--- src/rtl/alu_div_arbiter_pkg.sv ---
// Shared tinygpu encodings: core sequencing states plus the divider arbiter FSM
// states and default sizing.
package alu_div_arbiter_pkg;

  localparam int DEF_THREADS = 4;
  localparam int DEF_WIDTH   = 8;

  typedef enum logic [2:0] {
    CORE_IDLE,
    CORE_FETCH,
    CORE_DECODE,
    CORE_REQUEST,
    CORE_WAIT,
    CORE_EXECUTE,
    CORE_UPDATE,
    CORE_DONE
  } core_state_t;

  typedef enum logic [1:0] {
    IDLE,
    LOAD,
    ITER,
    DONE
  } div_state_t;

endpackage

--- src/rtl/alu_div_arbiter_if.sv ---
// Request/result bundle between the thread lanes (master) and the shared divider (slave).
interface alu_div_arbiter_if #(
  parameter int THREADS = alu_div_arbiter_pkg::DEF_THREADS,
  parameter int WIDTH   = alu_div_arbiter_pkg::DEF_WIDTH
);

  logic [THREADS-1:0]         req;
  logic [THREADS*WIDTH-1:0]   dividend;
  logic [THREADS*WIDTH-1:0]   divisor;
  logic [THREADS-1:0]         done;
  logic [WIDTH-1:0]           quotient;
  logic                       busy;
  logic [$clog2(THREADS)-1:0] grant_id;

  modport master (
    output req, dividend, divisor,
    input  done, quotient, busy, grant_id
  );

  modport slave (
    input  req, dividend, divisor,
    output done, quotient, busy, grant_id
  );

endinterface

--- src/rtl/alu_div_iter.sv ---
// Iterative restoring divider: one shift/subtract step per enabled cycle,
// quotient bits shift in from the right as the dividend shifts out the left.
module alu_div_iter
  import alu_div_arbiter_pkg::*;
#(
  parameter int WIDTH = DEF_WIDTH
) (
  input  logic             clk,
  input  logic             reset,
  input  logic             start,
  input  logic [WIDTH-1:0] dividend,
  input  logic [WIDTH-1:0] divisor,
  input  logic             step_en,
  output logic [WIDTH-1:0] quotient,
  output logic [WIDTH-1:0] remainder
);

  logic [WIDTH-1:0] q_r;
  logic [WIDTH-1:0] rem_r;
  logic [WIDTH-1:0] dsr_r;
  logic [WIDTH:0]   rem_shift;
  logic [WIDTH:0]   diff;

  always_comb begin
    rem_shift = {rem_r, q_r[WIDTH-1]};
    diff      = rem_shift - {1'b0, dsr_r};
  end

  always_ff @(posedge clk) begin
    if (!reset) begin
      q_r   <= '0;
      rem_r <= '0;
      dsr_r <= '0;
    end else if (start) begin
      q_r   <= dividend;
      rem_r <= '0;
      dsr_r <= divisor;
    end else if (step_en) begin
      // borrow out of the trial subtract means restore the shifted remainder
      if (!diff[WIDTH]) begin
        rem_r <= diff[WIDTH-1:0];
        q_r   <= {q_r[WIDTH-2:0], 1'b1};
      end else begin
        rem_r <= rem_shift[WIDTH-1:0];
        q_r   <= {q_r[WIDTH-2:0], 1'b0};
      end
    end
  end

  assign quotient  = q_r;
  assign remainder = rem_r;

endmodule

--- src/rtl/alu_div_arbiter.sv ---
// Round-robin arbiter sharing one iterative divider among THREADS request lanes.
//   state | meaning
//   IDLE  | waiting for a request; round-robin grant from rr_ptr
//   LOAD  | capture granted lane operands, arm iteration counter
//   ITER  | one shift/subtract step per cycle, WIDTH cycles
//   DONE  | publish quotient, pulse done next cycle, advance rr_ptr
module alu_div_arbiter
  import alu_div_arbiter_pkg::*;
#(
  parameter int THREADS = DEF_THREADS,
  parameter int WIDTH   = DEF_WIDTH
) (
  input  logic              clk,
  input  logic              reset,
  alu_div_arbiter_if.slave  bus
);

  localparam int IDW = $clog2(THREADS);
  localparam int CW  = $clog2(WIDTH);

  div_state_t       state;
  div_state_t       state_nxt;

  logic [IDW-1:0]     grant_id_r;
  logic [IDW-1:0]     rr_ptr;
  logic [IDW-1:0]     pick_id;
  logic               pick_valid;
  logic [IDW:0]       cand;
  logic [CW-1:0]      iter_cnt;
  logic               div_zero;
  logic [THREADS-1:0] done_r;
  logic [WIDTH-1:0]   quot_r;

  logic [WIDTH-1:0] dvd_lane [THREADS];
  logic [WIDTH-1:0] dsr_lane [THREADS];
  logic [WIDTH-1:0] sel_dvd;
  logic [WIDTH-1:0] sel_dsr;
  logic [WIDTH-1:0] div_q;
  logic [WIDTH-1:0] div_rem;

  logic arb_go;
  logic load_en;
  logic step_en;
  logic busy_c;

  for (genvar g = 0; g < THREADS; g++) begin : g_lane
    assign dvd_lane[g] = bus.dividend[g*WIDTH +: WIDTH];
    assign dsr_lane[g] = bus.divisor[g*WIDTH +: WIDTH];
  end

  assign sel_dvd = dvd_lane[grant_id_r];
  assign sel_dsr = dsr_lane[grant_id_r];

  // Search starts at rr_ptr and wraps; first requesting lane wins.
  always_comb begin
    pick_valid = 1'b0;
    pick_id    = '0;
    cand       = '0;
    for (int i = 0; i < THREADS; i++) begin
      cand = {1'b0, rr_ptr} + (IDW+1)'(i);
      if (cand >= (IDW+1)'(THREADS)) cand = cand - (IDW+1)'(THREADS);
      if (!pick_valid && bus.req[cand[IDW-1:0]]) begin
        pick_valid = 1'b1;
        pick_id    = cand[IDW-1:0];
      end
    end
  end

  // No new grant while a done pulse is on the bus; that lane's req is stale.
  assign arb_go = pick_valid && (done_r == '0);

  always_ff @(posedge clk) begin
    if (!reset) state <= IDLE;
    else        state <= state_nxt;
  end

  always_comb begin
    state_nxt = state;
    case (state)
      IDLE: if (arb_go) state_nxt = LOAD;
      LOAD: state_nxt = (sel_dsr == '0) ? DONE : ITER;
      ITER: if (iter_cnt == '0) state_nxt = DONE;
      DONE: state_nxt = IDLE;
      default: state_nxt = IDLE;
    endcase
  end

  always_comb begin
    busy_c  = (state != IDLE);
    load_en = (state == LOAD);
    step_en = (state == ITER);
  end

  always_ff @(posedge clk) begin
    if (!reset) begin
      grant_id_r <= '0;
      rr_ptr     <= '0;
      iter_cnt   <= '0;
      div_zero   <= 1'b0;
      done_r     <= '0;
      quot_r     <= '0;
    end else begin
      if (state == IDLE && arb_go) grant_id_r <= pick_id;

      if (load_en) begin
        iter_cnt <= CW'(WIDTH-1);
        div_zero <= (sel_dsr == '0);
      end else if (step_en && iter_cnt != '0) begin
        iter_cnt <= iter_cnt - CW'(1);
      end

      done_r <= '0;
      if (state == DONE) begin
        done_r <= THREADS'(1) << grant_id_r;
        quot_r <= div_zero ? '1 : div_q;
        rr_ptr <= (grant_id_r == IDW'(THREADS-1)) ? '0 : grant_id_r + IDW'(1);
      end
    end
  end

  alu_div_iter #(.WIDTH(WIDTH)) u_div (
    .clk       (clk),
    .reset     (reset),
    .start     (load_en),
    .dividend  (sel_dvd),
    .divisor   (sel_dsr),
    .step_en   (step_en),
    .quotient  (div_q),
    .remainder (div_rem)
  );

  assign bus.done     = done_r;
  assign bus.quotient = quot_r;
  assign bus.busy     = busy_c;
  assign bus.grant_id = grant_id_r;

endmodule

--- src/flat_wrapper.sv ---
// flat-port wrapper written by rule: the top's interface ports become plain ports
module alu_div_arbiter_flat import alu_div_arbiter_pkg::*;
#(
  parameter int THREADS = DEF_THREADS,
  parameter int WIDTH   = DEF_WIDTH
)
  (clk, reset, bus_req, bus_dividend, bus_divisor, bus_done, bus_quotient, bus_busy, bus_grant_id);
  alu_div_arbiter_if #(.THREADS(THREADS), .WIDTH(WIDTH)) bus_i ();
  input  logic clk;
  input  logic reset;
  input wire logic [$bits(bus_i.req)-1:0] bus_req;
  input wire logic [$bits(bus_i.dividend)-1:0] bus_dividend;
  input wire logic [$bits(bus_i.divisor)-1:0] bus_divisor;
  output wire logic [$bits(bus_i.done)-1:0] bus_done;
  output wire logic [$bits(bus_i.quotient)-1:0] bus_quotient;
  output wire logic [$bits(bus_i.busy)-1:0] bus_busy;
  output wire logic [$bits(bus_i.grant_id)-1:0] bus_grant_id;
  assign bus_i.req = bus_req;
  assign bus_i.dividend = bus_dividend;
  assign bus_i.divisor = bus_divisor;
  assign bus_done = bus_i.done;
  assign bus_quotient = bus_i.quotient;
  assign bus_busy = bus_i.busy;
  assign bus_grant_id = bus_i.grant_id;
  alu_div_arbiter #(.THREADS(THREADS), .WIDTH(WIDTH)) u_core (.clk(clk), .reset(reset), .bus(bus_i));
endmodule
--- config.mk ---
export PLATFORM = sky130hd
export DESIGN_NAME = alu_div_arbiter_flat
export DESIGN_NICKNAME = d
export VERILOG_FILES = /design/src/rtl/alu_div_arbiter_pkg.sv /design/src/rtl/alu_div_arbiter_if.sv /design/src/rtl/alu_div_iter.sv /design/src/rtl/alu_div_arbiter.sv /design/src/flat_wrapper.sv
export SDC_FILE = /design/constraint.sdc
export NUM_CORES = 1
export LEC_CHECK = 0
export BUFFER_PORTS_ARGS = -buffer_cell sky130_fd_sc_hd__buf_2
export CAP_MARGIN = 10
export CORE_MARGIN = 4
export CORE_UTILIZATION = 40
export DETAILED_ROUTE_END_ITERATION = 8
export SYNTH_ARGS = -nofsm -noshare
export SYNTH_HDL_FRONTEND = slang
export SYNTH_SLANG_ARGS = --single-unit
--- constraint.sdc ---
create_clock -name clk -period 2.8 [get_ports clk]
set_input_delay 0.56 -clock clk [delete_from_list [all_inputs] [get_ports clk]]
set_output_delay 0.56 -clock clk [all_outputs]
set_load 0.005 [all_outputs]
### Word level (Yosys, flattened, before mapping)

Cells that the tools add are included.

* register bits after elaboration: 46
* input bits: 70
* word-level logic and storage cells: 96

* $add $sub $neg: 10
* order comparisons: 9
* eq/ne operators: 6
* shifts and indexed selects: 1
* multiplexer cells: 38
* bitwise operators: 2
* reductions and logical operators: 20

Operators by type and width (count)
* $mux 8: 8
* $bmux 8 s2: 2
* $mux 2: 11
* $ge 3x3->1 const B: 4
* $lt 2x3->1 const B: 4
* $mux 1: 10
* $sub 9x8->9: 1
* $bmux 1 s2: 4
* $logic_not 8->1: 1
* $pmux 2 s4: 1
* $sub 2x1->2 const B: 4
* $add 2x2->3 const B: 2
* $eq 2x2->1 const B: 3
* $logic_and 1x1->1: 6
* $mux 3: 2
* $reduce_bool 2->1: 3
* $logic_not 4->1: 1
* $reduce_and 2->1: 2
* $shl 1x2->4 const A: 1
* $add 2x1->3 const B: 1
* $ge 2x3->1 const B: 1
* $logic_not 1->1: 3
* $logic_not 3->1: 1
* $not 2->3: 1
* other kinds (9): 9

### Longest topological paths before layout

Gate-level depths: netlist of run 1.

* depth in word-level cells: 17
* mapped depth: 9
* mapped depth without buffers: 9

### Hierarchy

From an unflattened synthesis of run 1, not the netlist that was laid out.

* cell total of the unflattened synthesis: 303
* area, all modules: 2879.0 um^2

Modules (own cells, without submodules)
* alu_div_arbiter: times used 1, cells each 139, area each 1448.9 um^2
* alu_div_iter: times used 1, cells each 164, area each 1430.1 um^2

### Worst setup path before layout of run 1

Ideal clock, no wire load.

* path type: reg2reg
* start: register u_core.u_div.q_r[7] (netlist: u_core.u_div.quotient[7])
* end: register u_core.u_div.rem_r[2] (netlist: u_core.u_div.remainder[2])
* arrival: 2108 ps
* required time: 2669 ps
* slack: 561 ps
* stages on the path, launching flop included: 10
* buffers on the path: 0
* cell sequence: dfxtp_1 -> inv_1 -> ha_1 -> fa_1 -> and2b_1 -> o31ai_2 -> a31oi_4 -> xor2_4 -> mux2i_1 -> a21oi_1

* word-level cells in the longest chain between the ends: 2

Ends and longest elaborated chain
* from (decl): RTL line alu_div_iter.sv:18 `logic [WIDTH-1:0] q_r;`
* from (signal assigned): RTL line alu_div_iter.sv:35 `q_r <= dividend;`
* from (signal assigned): RTL line alu_div_iter.sv:42 `q_r <= {q_r[WIDTH-2:0], 1'b1};`
* from (signal assigned): RTL line alu_div_iter.sv:45 `q_r <= {q_r[WIDTH-2:0], 1'b0};`
* $sub 9x8->9: RTL line alu_div_iter.sv:26 `diff = rem_shift - {1'b0, dsr_r};`
* $mux 8: RTL line alu_div_iter.sv:40 `if (!diff[WIDTH]) begin`
* to (signal assigned): RTL line alu_div_iter.sv:41 `rem_r <= diff[WIDTH-1:0];`
* to (signal assigned): RTL line alu_div_iter.sv:44 `rem_r <= rem_shift[WIDTH-1:0];`
* to (decl): RTL line alu_div_iter.sv:19 `logic [WIDTH-1:0] rem_r;`

No other way between the ends.
A chain may end at the register's enable or synchronous reset.

### Worst setup path in the final report of run 1

* start: register u_core.u_div.q_r[7] (netlist: u_core.u_div.quotient[7])
* end: register u_core.u_div.rem_r[3] (netlist: u_core.u_div.remainder[3])

Same word-level chain as after synthesis.

==> flow_summary.toml, run 1 <==
[status]
status = "complete, no violations"

[power]
power_density_nw_per_um2 = 984
cellLeakagePower_nw = 1.48
ir_worst_vdd_uv = 456

[sta]
rsz0062_at_grt = "false"
finalSetupViolCount = 0
worst-slew-pin-transition_ns = 0.526
setup-tns-final_ns = 0
clock_skew_ns = 0.00750
relSlewSlack_pct = 64.9
max_freq_mhz = 411
final-hold-violation-count = 0
finalCritPeriodShare_pct = 86.8
fin_crit_ns = 2.43
finalMaxSlewViolations = 0

[placed_design]
io_buffer_count = 84
place_congestion = 0.817
hpwl_um = 5050

[cells_and_area]
fillCellCount = 671
areaGrowthSynthToFinish_pct = 22.6
final_cell_mix = "buf_2 (84), dfxtp_1 (46), mux2i_1 (25)"
drive_gt1_share_pct = 34.5
n_antenna_cell = 0
final_common_cell = "buf_2"
multi_input_area_sq_um = 1750
seq_area_sq_um = 921
fin_util_pct = 50.7
final_nets = 447

[clock_network]
cts_buffer_depth = 2
post_cts_buffers = 0
holdBufCountCts = 0
cts_tree = "built"
cts_root_buf = "clkbuf_8"
cts_sinks = 46
ctsResizeCount = 0
cts_buffers = 5
clk_pin_slew_ns = 0.08
cts_max_level = 2
clock_latency_ns = 0.29

[drt]
wl_per_cell_um = 14.0
drc_errors = 0
ant_nets = 0
firstDrtPassIters = 4
drtIter0Drc = 98
wl_um = 6410
vias_per_cell = 5.19
via_count = 2379

[yosys]
synth_flop_cell = "dfxtp_1"
syn_area_per_cell_sq_um = 10.0
synth_area_sq_um = 2810
async_flop_share_pct = 0
synth-edff-count = 0
ys_types = 44
synthesis.nets = 366
yosys_warnings = 0
yosysSeqAreaShare_pct = 32.8
syn_inst = 280
ys_seq_elements = 46

[floorplan]
dieHeight_um = 91.8
io_pins = 85
die_x_um = 91.8
std_cell_rows = 30
die_area_sq_um = 8430
start_util_pct = 41.3
core_area_sq_um = 6790

[global_route]
grt.overflow.total = 0
antenna_found_initial = 0
grt_pass1_vias = 2355
grt_first_pass_wirelength_um = 10700
grt_max_degree = 37
gr-usage-all-layers_pct = 15.5

[setup_path]
crit_start = "u_core.u_div.quotient[7]$_SDFFE_PN0P_"
arrival_ns = 2.61
slowest_delay_ns = 0.40
regToRegSetupSlack_ns = 0.37
cp.buffers_inverters = 1
worst-path-stages = 9
cp-start-kind = "flip-flop"
r2r_end = "u_core.u_div.remainder[3]$_SDFFE_PP0N_"
cp_cell_sequence = "inv_1 > ha_1 > fa_1 > and2b_1 > o31ai_2 > a31oi_4 > xor2_4 > mux2i_1 > a21oi_1"
cp-endpoint = "u_core.u_div.remainder[3]$_SDFFE_PP0N_"
critPathKind = "flip-flop to flip-flop"
required_ns = 2.98
slowest_stage = "fa_1"
reg2reg_from = "u_core.u_div.quotient[7]$_SDFFE_PN0P_"
cp_top_family = "adder cells"
reg2regPathDepth = 9
crit_fanout = 10
cp-end-kind = "flip-flop"

[min_path]
hold_path.startpoint = "u_core.div_zero$_SDFFE_PN0P_"
hold_path_class = "flip-flop to flip-flop"

[run]
maxCapViolCount = 0
## cell families after synthesis
kind of cell             after synthesis  share of synthesized area [%]
buffers and inverters                 36                           4.99
AO/OA/AOI/OAI                         65                           16.9
XOR/XNOR                               6                           2.54
adder cells (fa/ha/maj)               16                           7.39
flip-flops                            46                           32.8
multiplexers                          41                           21.7
AND/OR/NAND/NOR                       70                           13.7
## flip-flops by register name, summed over array words and instances (netlist names)
name	flops
u_core.bus.quotient	8
u_core.u_div.dsr_r	8
u_core.u_div.quotient	8
u_core.u_div.remainder	8
u_core.bus.done	4
u_core.iter_cnt	3
u_core.bus.grant_id	2
u_core.rr_ptr	2
u_core.state	2
u_core.div_zero	1
## how the worst min path moves through the flow
stage | to | slack, ns | cells after the start
detailed placement | u_core.div_zero$_SDFFE_PN0P_ | 0.49 | 2
global route | u_core.bus.quotient[3]$_SDFFE_PN0N_ | 0.55 | 1
finish | u_core.div_zero$_SDFFE_PN0P_ | 0.50 | 2
CTS | u_core.div_zero$_SDFFE_PN0P_ | 0.51 | 2
global placement | u_core.div_zero$_SDFFE_PN0P_ | 0.48 | 2
floorplan | u_core.div_zero$_SDFFE_PN0P_ | 0.46 | 2
## power by group
part	internal (mW)	switching, mW	total (mW)
combinational	0.921	1.03	1.95
clock	0.267	0.214	0.482
sequential	0.821	0.133	0.954
total	2.01	1.38	3.39
## metrics by stage
stage / power (mW) / hold slack [ns] / instances / setup WS [ns] / area, sq um
6_report: 3.39 / 0.504 / 458 / 0.369 / 3440
2_1_floorplan: 2.52 / 0.457 / 280 / 0.561 / 2810
3_5_place_dp: 2.94 / 0.493 / 450 / 0.378 / 3340
3_3_place_gp: 2.91 / 0.484 / 450 / 0.416 / 3340
4_1_cts: 3.43 / 0.509 / 458 / 0.364 / 3440
5_1_grt: 3.68 / 0.548 / 458 / 0.188 / 3440
## synthesized netlist by cell type (2+ instances only)
cell      count  share of area, %
o211a_1       8               2.9
mux2i_1      25               8.9
nand3b_1      3              0.80
nand3_1       6               1.1
o21ai_0      10               1.8
nand4b_1      3              0.94
dfxtp_1      46                33
clkbuf_1     14               1.9
ha_1         15               6.7
o211ai_1      3              0.80
nor4_1        2              0.45
inv_1        18               2.4
o22ai_1       2              0.45
a211oi_1      2              0.53
nand2b_1      4              0.89
o221a_2       7               2.8
mux4_2       16                13
nor2_1       13               1.7
buf_1         2              0.27
nor3_1        3              0.53
nor3b_1       2              0.53
nor2b_1      15               3.3
nand2_1      13               1.7
o21a_1        6               1.6
a21oi_1      20               3.6
xnor2_1       4               1.2
## area by class of cell
cell class              instances  area share, %
well taps                      96           3.49
flip-flops and latches         46           26.7
clock inverters                 1          0.872
multi-input cells             198           50.8
clock buffers                   7           2.22
inverters                      18           1.96
repair buffers                 92           14.0
## worst min-delay path: cells and delay by family, from the launching register on
| family | cells | cell delay (ns) |
|---|---|---|
| AOI/OAI and AO/OA | 1 | 0.06 |
| DFF | 1 | 0.33 |
| and+or+nand+nor | 1 | 0.07 |
## routing by layer
| metal | global-route usage, % | part of all wire (%) | vias to the layer above |
|---|---|---|---|
| met4 | 4.21 | 0.89 | 0 |
| met2 | 26.4 | 50 | 47 |
| met1 | 20.3 | 45 | 1136 |
| met5 | 0 | 0 | - |
| met3 | 2.79 | 4.5 | 4 |
| li1 | - | - | 1192 |
Note: power is estimated with default switching activity, not from simulation.
==> run 2: changes to the inputs <==
--- a/config.mk
+++ b/config.mk
@@ -5,6 +5,7 @@
 export SDC_FILE = /design/constraint.sdc
 export NUM_CORES = 1
 export LEC_CHECK = 0
+export ABC_AREA = 1
 export BUFFER_PORTS_ARGS = -buffer_cell sky130_fd_sc_hd__buf_2
 export CAP_MARGIN = 10
 export CORE_MARGIN = 4
==> constraint.sdc (replaced) <==
create_clock -name clk -period 2.9 [get_ports clk]
set_input_delay 0.58 -clock clk [delete_from_list [all_inputs] [get_ports clk]]
set_output_delay 0.58 -clock clk [all_outputs]
set_load 0.005 [all_outputs]
==> run 2 against run 1 <==
  * Flip-flop and latch count unchanged
  * Combinational power increased by 30%
  * Sequential share of layout area is 0.83 points lower
  * Via count is 34% higher
  * Clock power decreased by 17%
  * First-iteration DRC count increased by 72%
  * Synthesized area up 6.7%
  * Critical path depth up 2
  * Synthesized cell count grew 67%
  * Critical path type unchanged
  * Critical endpoint is now u_core.u_div.remainder[5]$_SDFFE_PP0N_
==> flow_summary.toml, run 2 <==
[drt]
drtIter0Drc = 169
wl_um = 8420
ant_nets = 0
firstDrtPassIters = 4
vias_per_cell = 4.97
wl_per_cell_um = 13.1
via_count = 3187
drc_errors = 0

[placed_design]
place_congestion = 0.850
placed_area_sq_um = 3470
io_buffer_count = 84
dp.cells = 633
hpwl_um = 6380
place_ws_ns = 0.811

[power]
switching_share_pct = 51.5
combPwrFrac_pct = 65.6
internal_power_mw = 1.88
finalPower_mw = 3.88
power_density_nw_per_um2 = 1090
power.switching_mw = 2.00
seqPwrFrac_pct = 24.1
pwr-share-clk_pct = 10.3
cellLeakagePower_nw = 1.73
ir_worst_vdd_uv = 459

[setup_path]
reg2regPathDepth = 11
cp-start-kind = "flip-flop"
r2r_end = "u_core.u_div.remainder[5]$_SDFFE_PP0N_"
regToRegSetupSlack_ns = 0.79
crit_fanout = 7
reg2reg_from = "u_core.u_div.quotient[7]$_SDFFE_PN0P_"
cp-end-kind = "flip-flop"
critPathKind = "flip-flop to flip-flop"
arrival_ns = 2.28
required_ns = 3.07

[floorplan]
std_cell_rows = 31
start_util_pct = 41.3
die_area_sq_um = 8940
core_area_sq_um = 7250
die_x_um = 94.6
dieHeight_um = 94.6
io_pins = 85

[yosys]
ys_seq_elements = 46
synth_area_leaders = "dfxtp_1 (31%), nand2_1 (15%), o21ai_0 (7.3%), ha_1 (6.3%), nand3_1 (5.8%)"
syn_inst = 467
yosysMostFrequentCell = "nand2_1"
ys_types = 36
synth_flop_cell = "dfxtp_1"
syn_area_per_cell_sq_um = 6.42
yosys_warnings = 0
synth_area_sq_um = 3000
yosysSeqAreaShare_pct = 30.7
synthTopCellsByCount = "nand2_1 (118), dfxtp_1 (46), inv_1 (46), o21ai_0 (44), nor2_1 (43)"
synth-edff-count = 0
yosysTopAreaCell = "dfxtp_1"
synthesis.nets = 553
synth_top_area_share_pct = 30.7
async_flop_share_pct = 0

[clock_network]
ctsResizeCount = 0
holdBufCountCts = 0
cts_sinks = 46
cts_max_level = 2
cts_tree = "built"
clk_pin_slew_ns = 0.09
clock_latency_ns = 0.30
cts_buffers = 5
cts_buffer_depth = 2
cts_root_buf = "clkbuf_8"
post_cts_buffers = 0

[run]
maxCapViolCount = 0

[sta]
finalCritPeriodShare_pct = 72.8
setup-tns-final_ns = 0
relSlewSlack_pct = 59.5
fin_crit_ns = 2.11
clock_skew_ns = 0.00662
final-hold-violation-count = 0
finalMaxSlewViolations = 0
worst-slew-pin-transition_ns = 0.606
timing.final.ws_setup_ns = 0.789
hold_ws_ns = 0.465
max_freq_mhz = 474
rsz0062_at_grt = "false"
finalSetupViolCount = 0

[cells_and_area]
fillCellCount = 782
final_nets = 627
fin_util_pct = 49.0
areaGrowthSynthToFinish_pct = 18.5
instances_no_fill = 641
final_cell_mix = "nand2_1 (118), buf_2 (84), inv_1 (46), dfxtp_1 (46), o21ai_0 (44)"
n_antenna_cell = 0
drive_gt1_share_pct = 21.2
final_area_sq_um = 3550
final_common_cell = "nand2_1"

[global_route]
grt_first_pass_wirelength_um = 14300
antenna_found_initial = 0
grt_pass1_vias = 3177
grt_max_degree = 38
gr-usage-all-layers_pct = 19.8
grt.overflow.total = 0

[min_path]
hold_path_class = "flip-flop to flip-flop"
hold_path.startpoint = "u_core.iter_cnt[2]$_SDFFE_PN0P_"
hold_depth = 2
min_to = "u_core.iter_cnt[2]$_SDFFE_PN0P_"

[status]
status = "complete, no violations"
==> run 2: logic make-up (layout without fill, tap and decap cells) <==
logic type | Yosys count | in the layout | share of synthesized area, %
simple gates | 222 | 222 | 31.8
compound gates | 106 | 106 | 19.3
flops | 46 | 46 | 30.7
fa+ha+maj | 16 | 16 | 6.93
xor+xnor | 4 | 4 | 1.17
buf+inv | 73 | 148 | 10.1
==> run 2: power by group through the flow <==
stage / clock network [mW] / registers, mW / logic, mW
finish: 0.400 / 0.935 / 2.54
global route: 0.442 / 0.957 / 2.96
CTS: 0.407 / 0.934 / 2.55
detailed placement: 0 / 0.948 / 2.53
global placement: 0 / 0.944 / 2.51
floorplan: 0 / 0.916 / 1.99
==> run 2: worst max-delay path, stage by stage (launching register included) <==
cell	delay, ns
dfxtp_1	0.32
inv_1	0.08
ha_1	0.21
fa_1	0.41
o21ai_2	0.21
nand3_1	0.14
nand2_1	0.10
nand2_1	0.05
nand2_1	0.19
nand3_1	0.11
nand3_1	0.08
a21oi_1	0.06
==> run 2: worst max-delay path by stage <==
| stage | start | endpoint | slack, ns | cells after the start |
|---|---|---|---|---|
| floorplan | u_core.u_div.quotient[7]$_SDFFE_PN0P_ | u_core.u_div.remainder[7]$_SDFFE_PP0N_ | 1.02 | 13 |
| global placement | u_core.u_div.quotient[7]$_SDFFE_PN0P_ | u_core.u_div.remainder[6]$_SDFFE_PP0N_ | 0.88 | 11 |
| detailed placement | u_core.u_div.quotient[7]$_SDFFE_PN0P_ | u_core.u_div.remainder[5]$_SDFFE_PP0N_ | 0.81 | 11 |
| CTS | u_core.u_div.quotient[7]$_SDFFE_PN0P_ | u_core.u_div.remainder[5]$_SDFFE_PP0N_ | 0.79 | 11 |
| global route | u_core.u_div.quotient[7]$_SDFFE_PN0P_ | u_core.u_div.remainder[6]$_SDFFE_PP0N_ | 0.59 | 11 |
| finish | u_core.u_div.quotient[7]$_SDFFE_PN0P_ | u_core.u_div.remainder[5]$_SDFFE_PP0N_ | 0.79 | 11 |
==> run 2: final cells by class <==
class / instances / area (sq um) / area share (%)
Multi-Input combinational cell: 348 / 1770 / 49.9
Sequential cell: 46 / 921 / 25.9
Timing Repair Buffer: 89 / 458 / 12.9
Inverter: 51 / 191 / 5.39
Tap cell: 99 / 124 / 3.49
Clock buffer: 6 / 72.6 / 2.04
Clock inverter: 2 / 13.8 / 0.387
==> run 2: routing by layer <==
metal,share of wire [%],vias up,track usage (%)
met3,4.8,4,4.06
met4,0.48,0,3.37
met5,0,-,0
met2,48,62,34.6
met1,47,1441,25.5
li1,-,1680,-
==> run 3: changes to the inputs <==
--- a/config.mk
+++ b/config.mk
@@ -5,12 +5,13 @@
 export SDC_FILE = /design/constraint.sdc
 export NUM_CORES = 1
 export LEC_CHECK = 0
-export ABC_AREA = 1
+export ABC_AREA = 0
 export BUFFER_PORTS_ARGS = -buffer_cell sky130_fd_sc_hd__buf_2
 export CAP_MARGIN = 10
 export CORE_MARGIN = 4
 export CORE_UTILIZATION = 40
 export DETAILED_ROUTE_END_ITERATION = 8
+export PLACE_DENSITY = 0.67
 export SYNTH_ARGS = -nofsm -noshare
 export SYNTH_HDL_FRONTEND = slang
 export SYNTH_SLANG_ARGS = --single-unit
==> constraint.sdc (replaced) <==
create_clock -name clk -period 1.9 [get_ports clk]
set_input_delay 0.38 -clock clk [delete_from_list [all_inputs] [get_ports clk]]
set_output_delay 0.38 -clock clk [all_outputs]
set_load 0.005 [all_outputs]
==> run 3 against run 2 <==
  * The run now ends with negative setup slack left
  * Critical path type unchanged
  * Global-route usage fell by 2.6 points
  * Sequential power rose by 51%
  * Count of clock-buffer cells in the layout did not move
  * Non-clock buffer count rose by 19
  * Combinational power rose by 42%
  * Critical endpoint is now u_core.u_div.quotient[0]$_SDFFE_PN0P_
  * Clock skew rose by 0.0028 ns
==> flow_summary.toml, run 3 (same netlist as run 1, synthesis figures left out) <==
[power]
ir_worst_vdd_uv = 724
seqPwrFrac_pct = 25.1
switching_share_pct = 39.7
cellLeakagePower_nw = 1.57
power.switching_mw = 2.23
power_density_nw_per_um2 = 1550
combPwrFrac_pct = 64.0
internal_power_mw = 3.39
pwr-share-clk_pct = 10.8

[status]
violations = "negative setup slack"
status = "finished, violations left"

[clock_network]
clock_latency_ns = 0.31
clk_pin_slew_ns = 0.09
cts_root_buf = "clkbuf_8"
cts_buffer_depth = 2
cts_sinks = 46
holdBufCountCts = 0
cts_buffers = 5
cts_max_level = 2
cts_tree = "built"

[drt]
wl_per_cell_um = 14.5
drtIter0Drc = 71
wl_met1_um = 2740
wl_met3_um = 379
ant_nets = 0
dr_wl_met2_um = 3620
via_count = 2468
firstDrtPassIters = 4
wl_um = 6890
highest_layer = "met4"
vias_per_cell = 5.21
drc_errors = 0

[sta]
timing.final.ws_setup_ns = -0.237
clock_skew_ns = 0.00946
finalMaxSlewViolations = 0
worst-slew-pin-transition_ns = 0.496
max_freq_mhz = 468
final-hold-violation-count = 0
finalSetupViolCount = 9
fin_crit_ns = 2.14
rsz0062_at_grt = "true"
finalCritPeriodShare_pct = 112
relSlewSlack_pct = 66.9

[setup_path]
critPathKind = "flip-flop to flip-flop"
crit_fanout = 7
cp_top_family = "adder cells"
slowest_delay_ns = 0.35
required_ns = 2.08
regToRegSetupSlack_ns = -0.24
cpMostUsedCell = "buf_12"
cp_cell_sequence = "inv_2 > ha_4 > fa_2 > and2b_2 > o31ai_4 > a31oi_4 > xor2_4 > buf_12 > buf_12 > mux2i_1 > a21oi_1"
slowest_stage = "dfxtp_2"
cp-start-kind = "flip-flop"
arrival_ns = 2.32
cp-end-kind = "flip-flop"
cp.buffers_inverters = 3

[floorplan]
std_cell_rows = 30
dieHeight_um = 91.8
die_area_sq_um = 8430
start_util_pct = 41.3
core_area_sq_um = 6790
io_pins = 85
die_x_um = 91.8

[cells_and_area]
fillCellCount = 629
final_area_sq_um = 3640
final_common_cell = "buf_2"
areaGrowthSynthToFinish_pct = 29.4
fin_util_pct = 53.5
seq_area_sq_um = 925
final_cell_mix = "buf_2 (84), dfxtp_1 (43), mux2i_1 (25)"
final_nets = 463
drive_gt1_share_pct = 39.7
n_antenna_cell = 0
multi_input_area_sq_um = 1780

[placed_design]
io_buffer_count = 84
place_congestion = 0.834
placed_area_sq_um = 3510
hpwl_um = 5460

[run]
maxCapViolCount = 0

[global_route]
gr-usage-all-layers_pct = 17.1
grt.overflow.total = 0
grt_pass1_vias = 2644
antenna_found_initial = 0
grt_first_pass_wirelength_um = 11700
grt_max_degree = 37

[min_path]
hold_path_class = "input pin to flip-flop"
[run 3: cell count changes in the layout (fill, tap and decap cells not counted), sizes merged, moves of 14 or more]
cell	change
inv	-31
nor2b	+15
o22ai	-14
nor2	-31
nand3	-32
mux2i	+25
mux4	+16
nand2	-114
buf	+19
o21ai	-40
[run 3: timing repair]
action	CTS	global route
pin swaps	1	6
setup endpoints to repair	10	15
setup buffers	0	1
hold endpoints to repair	0	0
resized for setup	3	3
[run 3: path summary, 6_finish.rpt]
| check | from | endpoint | depth (start not counted) |
|---|---|---|---|
| max | u_core.u_div.quotient[7]$_SDFFE_PN0P_ | u_core.u_div.quotient[0]$_SDFFE_PN0P_ | 11 |
| min | bus_req[0] | u_core.bus.grant_id[0]$_SDFFE_PN0P_ | 4 |
| max reg2reg | u_core.u_div.quotient[7]$_SDFFE_PN0P_ | u_core.u_div.quotient[0]$_SDFFE_PN0P_ | 11 |
| min reg2reg | u_core.div_zero$_SDFFE_PN0P_ | u_core.div_zero$_SDFFE_PN0P_ | 2 |
[run 3: final cells by class]
type	instances	share of cell area, %
clock buffers	6	2.00
clock inverters	2	0.379
inverters	18	1.86
multi-input cells	198	48.9
flip-flops and latches	46	25.4
well taps	96	3.30
repair buffers	108	18.1
[run 3: worst reg2reg max path: cells and delay by family, from the launching register on]
| kind | cells | cell delay (ns) |
|---|---|---|
| muxes | 1 | 0.12 |
| buffers and inverters | 3 | 0.31 |
| AOI/OAI and AO/OA | 3 | 0.39 |
| DFF | 1 | 0.35 |
| and+or+nand+nor | 1 | 0.25 |
| xor gates and xnor gates | 1 | 0.11 |
| adders and majority gates | 2 | 0.48 |
[run 3: power by group through the flow]
stage | Clock (mW) | Sequential [mW] | Combinational, mW
final | 0.608 | 1.41 | 3.60
after global routing | 0.661 | 1.45 | 3.97
after CTS | 0.625 | 1.41 | 3.41
after detailed placement | 0 | 1.43 | 3.39
after global placement | 0 | 1.42 | 3.30
after floorplan | 0 | 1.39 | 2.38
[run 3: stage by stage]
step	setup TNS [ns]	total power, mW	hold slack, ns	setup slack (ns)	std cells
after floorplan	-1.80	3.77	0.457	-0.271	280
after detailed placement	-1.90	4.82	0.493	-0.270	465
final	-1.91	5.62	0.492	-0.237	474
after global placement	-1.42	4.72	0.482	-0.215	465
after global routing	-2.84	6.08	0.505	-0.363	474
after CTS	-1.80	5.45	0.493	-0.248	473
[run 3: layer usage]
metal | vias up | track usage (%)
li1 | 1226 | -
met1 | 1165 | 18.8
met2 | 63 | 32.1
met3 | 14 | 3.94
met4 | 0 | 5.94
met5 | - | 0
